File: src/rtl/pp_combine_108.sv
// Recombines the six 45-bit partial products of the 54x54 multiplier into a 108-bit product.
// Two registered adder stages; the whole pipe freezes when the output is held by the consumer.
module pp_combine_108 #(
    parameter int PP_W  = 45,
    parameter int OUT_W = 108,
    parameter int TAG_W = 4
) (
    input  logic             clk,
    input  logic             rst_n,
    input  logic             in_valid,
    output logic             in_ready,
    input  logic [TAG_W-1:0] in_tag,
    input  logic [PP_W-1:0]  pp_0,
    input  logic [PP_W-1:0]  pp_1,
    input  logic [PP_W-1:0]  pp_2,
    input  logic [PP_W-1:0]  pp_3,
    input  logic [PP_W-1:0]  pp_4,
    input  logic [PP_W-1:0]  pp_5,
    output logic             out_valid,
    input  logic             out_ready,
    output logic [OUT_W-1:0] prod,
    output logic [TAG_W-1:0] out_tag
);
    // Each half-sum spans three 18-bit-spaced partials: PP_W + 36 bits.
    localparam int S1_W    = PP_W + 36;
    localparam int B_STEP  = 18;
    localparam int HI_SHIFT = 27;

    logic [PP_W-1:0]  w_pp   [6];
    logic [S1_W-1:0]  w_term [6];
    logic [S1_W-1:0]  w_lo;
    logic [S1_W-1:0]  w_hi;
    logic [OUT_W-1:0] w_prod;
    logic             w_stall;
    logic             w_advance;

    logic             r_v1;
    logic [TAG_W-1:0] r_tag1;
    logic [S1_W-1:0]  r_lo;
    logic [S1_W-1:0]  r_hi;
    logic             r_out_valid;
    logic [OUT_W-1:0] r_prod;
    logic [TAG_W-1:0] r_out_tag;

    assign w_pp[0] = pp_0;
    assign w_pp[1] = pp_1;
    assign w_pp[2] = pp_2;
    assign w_pp[3] = pp_3;
    assign w_pp[4] = pp_4;
    assign w_pp[5] = pp_5;

    // pp_k sits at 18*(k%3) inside its half; the a[53:27] half is offset later.
    genvar gi;
    generate
        for (gi = 0; gi < 6; gi++) begin : g_term
            assign w_term[gi] = S1_W'(w_pp[gi]) << (B_STEP * (gi % 3));
        end
    endgenerate

    assign w_lo = w_term[0] + w_term[1] + w_term[2];
    assign w_hi = w_term[3] + w_term[4] + w_term[5];

    assign w_prod = OUT_W'(r_lo) + (OUT_W'(r_hi) << HI_SHIFT);

    // No bubble collapse: a held output freezes both stages.
    assign w_stall   = r_out_valid & ~out_ready;
    assign w_advance = ~w_stall;
    assign in_ready  = w_advance;

    always_ff @(posedge clk or negedge rst_n) begin
        if (!rst_n) begin
            r_v1        <= 1'b0;
            r_tag1      <= '0;
            r_lo        <= '0;
            r_hi        <= '0;
            r_out_valid <= 1'b0;
            r_prod      <= '0;
            r_out_tag   <= '0;
        end else if (w_advance) begin
            r_v1        <= in_valid;
            r_tag1      <= in_tag;
            r_lo        <= w_lo;
            r_hi        <= w_hi;
            r_out_valid <= r_v1;
            r_prod      <= w_prod;
            r_out_tag   <= r_tag1;
        end
    end

    assign out_valid = r_out_valid;
    assign prod      = r_prod;
    assign out_tag   = r_out_tag;

endmodule

File: config.mk
export PLATFORM = sky130hd
export DESIGN_NAME = pp_combine_108
export DESIGN_NICKNAME = d
export VERILOG_FILES = /design/src/rtl/pp_combine_108.sv
export SDC_FILE = /design/constraint.sdc
export NUM_CORES = 1
export LEC_CHECK = 0
export CORE_MARGIN = 10
export CORE_UTILIZATION = 50
export CTS_BUF_LIST = sky130_fd_sc_hd__clkbuf_8
export DETAILED_ROUTE_END_ITERATION = 7
export PLACE_DENSITY = 0.87
export SYNTH_ARGS = -nofsm -noshare
export SYNTH_HDL_FRONTEND = slang
export SYNTH_SLANG_ARGS = --single-unit
File: constraint.sdc
create_clock -name clk -period 4.6 [get_ports clk]
set_input_delay 0.92 -clock clk [delete_from_list [all_inputs] [get_ports clk]]
set_output_delay 0.92 -clock clk [all_outputs]
set_load 0.03 [all_outputs]
==> summary.txt <==
pin count of the biggest net entering global routing -> 183
layer with the highest usage -> met2
initial antenna violation count -> 3
global-route wire length before repair -> 105,000 um
Mean Syn Cell Area -> 8.27 um2
GRT Overall Usage -> 25.3%
Via-to-Cell Ratio -> 5.74
WP data required -> 5.13 ns
startpoint types -> input port
H-tree depth -> 2
Worst Clk Skew -> 0.0307 ns
Area Growth Syn to Fin -> 28.7%
GRT overflow -> 0
Post-synth top flop -> dfrtp_1
Synth Register Bits -> 280
register area share after synthesis -> 33.8%
RSZ-0062 raised after global routing -> false
met2 Use GR -> 43.6%
Design Power -> 0.0135 W
final setup TNS -> 0 ns
worst-margin pin slew -> 0.819 ns
IO Count -> 392
share of layout cells above drive strength 1 -> 6.20%
synth unique cells -> 80
Cell Rows -> 74
Max VDD drop -> 0.287 mV
Iter 0 DRT Violations -> 1,525
Post-CTS Setup Repair Bufs -> 0
EDFF count, synth -> 0
Pre-antenna DRT Iters -> 8
minimum clock period -> 4.40 ns
Final Setup Violations -> 0
warnings from Yosys -> 0
Clock transition at path regs -> 0.06 ns
Final Hold Viols -> 0
PD cells -> 506 nW/um2
M3 GR Usage -> 4.00%
Final Cycle Share -> 95.7%
worst hold path type -> in -> async
Routability Congestion -> 0.967
Hold Worst Slack -> 0.286 ns
Mapped Cells -> 2,503
met1 usage -> 31.8%
Net Count, Synth -> 3,018
status -> finished clean
# resized after CTS -> 0
Avg WL per Cell -> 18.8 um
vias in the first global route -> 20,100
Clock Latency Late Sink -> 0.63 ns
hold_buf cts -> 0
Starting Density -> 50.6%
HPWL after DPL -> 51,700 um
max frequency -> 227 MHz
CP max FO -> 9
Max Buffers Root-to-Sink -> 3
CTS Sinks -> 280
DRC viols -> 0
Num CTS Buffers -> 50
Die Width -> 223 um
clock root cell -> clkbuf_8
Rel. slew slack -> 45.4%
TritonCTS clock tree -> yes
total length of routed wires -> 65,300 um
Final Max Slew Viols -> 0
Final ANT Viol Nets -> 0
Cell Area, Synth -> 20,700 um2
Leak Pwr -> 12.0 nW
Die Y -> 223 um
WS Path Type -> in -> reg
Die Area -> 49,900 um2
area of the core -> 40,900 um2
Via Count -> 20,000
crit end category -> register
maximum capacitance violations -> 0
Nets -> 3,424
Post-synth ARST share -> 100%
Crit path arrival time -> 4.93 ns
I/O Buffers -> 391
==> kinds of logic (layout without fill, tap and decap cells) <==
kind of cell             count (synthesis)  in the layout  share of synthesized area (%)
adder cells (fa/ha/maj)                237            237                           15.1
flip-flops                             280            280                           33.8
multiplexers                             4              4                          0.205
XOR/XNOR                               178            178                           7.53
buffers and inverters                  160            608                           3.03
other                                    0              1                              0
AND/OR/NAND/NOR                        954            954                           20.1
AO/OA/AOI/OAI                          690            690                           20.2
==> cells in the mapped netlist (15+ instances only) <==
| cell | count | area, um2 |
|---|---|---|
| nor3_1 | 31 | 155 |
| clkbuf_1 | 91 | 342 |
| and2_1 | 15 | 93.8 |
| o21ai_0 | 167 | 836 |
| nand4_1 | 43 | 269 |
| inv_1 | 45 | 169 |
| nor4_1 | 15 | 93.8 |
| nor2b_1 | 15 | 93.8 |
| dfrtp_1 | 280 | 7010 |
| or3_1 | 15 | 93.8 |
| ha_1 | 216 | 2700 |
| nor2_1 | 248 | 931 |
| nand3_1 | 41 | 205 |
| fa_1 | 21 | 420 |
| a21oi_1 | 252 | 1260 |
| a21o_1 | 77 | 578 |
| xor2_1 | 67 | 587 |
| and3_1 | 25 | 156 |
| nand2_1 | 467 | 1750 |
| a211oi_1 | 21 | 158 |
| o21bai_1 | 26 | 195 |
| a31oi_1 | 27 | 169 |
| xnor2_1 | 111 | 972 |
==> placed cells by master (no fill, tap or decap), drive strengths merged, types with 28 or more instances in the layout <==
| cell type | count |
|---|---|
| a21o | 77 |
| a21oi | 252 |
| a31oi | 28 |
| buf | 77 |
| clkbuf | 63 |
| clkdlybuf4s50 | 390 |
| dfrtp | 280 |
| ha | 216 |
| inv | 60 |
| nand2 | 468 |
| nand3 | 42 |
| nand4 | 44 |
| nor2 | 248 |
| nor3 | 31 |
| o21ai | 178 |
| xnor2 | 111 |
| xor2 | 67 |
==> power breakdown <==
group	total [W]	switching, W	internal, W
clock network	0.00264	0.00111	0.00154
registers	0.00379	0.000585	0.00321
logic	0.00703	0.00418	0.00285
==> state kept, by name, summed over array words and instances, names as in the netlist <==
name,flops
prod,108
out_tag,4
r_lo,81
out_valid,1
r_tag1,4
r_hi,81
r_v1,1
==> metrics by stage <==
step           util (%)  setup slack [ns]  cells  area (um2)
2_1_floorplan         -             0.433   2503       20700
5_1_grt            65.1            0.0959   3484       26600
6_report           65.1             0.197   3484       26600
3_5_place_dp       62.2            -0.380   3389       25500
4_1_cts            65.1             0.287   3483       26600
3_3_place_gp       62.2            -0.178   3389       25500
==> worst max-delay path: stages <==
cell and delay (ns):
clkdlybuf4s50_1 0.46, inv_1 0.06, fa_1 0.53, inv_1 0.04, ha_1 0.29, nand2_1 0.10, or4_1 0.54, a311oi_1 0.37
o21ai_1 0.22, or3b_1 0.22, nand3_2 0.11, or3_1 0.51, or3_1 0.36, a31oi_1 0.20
==> area by class of cell <==
cell class              count  area [um2]
clock inverters            31         294
flip-flops and latches    280        7010
diodes                      1        2.50
repair buffers            467        4540
well taps                 532         666
fillers                  3492       14300
multi-input cells        2063       13100
clock buffers              63         867
inverters                  47         184
==> metal layers <==
| layer | vias up | routed length, um |
|---|---|---|
| met5 | - | 25 |
| met4 | 4 | 1730 |
| met3 | 110 | 3730 |
| met2 | 673 | 32000 |
| met1 | 9551 | 27800 |
| li1 | 9659 | - |
==> path summary, 6_finish.rpt <==
| path | from | to | slack [ns] | cells past startpoint |
|---|---|---|---|---|
| worst min-delay path | rst_n | prod[87]$_DFFE_PN0N_ | 0.29 | 1 |
| worst max-delay path | pp_3[36] | r_hi[76]$_DFFE_PN0N_ | 0.20 | 14 |
| worst min register to register | r_lo[20]$_DFFE_PN0N_ | r_lo[20]$_DFFE_PN0N_ | 0.47 | 2 |
| max in group asynchronous | rst_n | r_lo[54]$_DFFE_PN0N_ | 3.22 | 2 |
| worst max register to register | r_hi[15]$_DFFE_PN0N_ | prod[102]$_DFFE_PN0N_ | 0.68 | 11 |
| min in group clk | r_lo[20]$_DFFE_PN0N_ | r_lo[20]$_DFFE_PN0N_ | 0.47 | 2 |
Power figures use the tool's default switching activity.
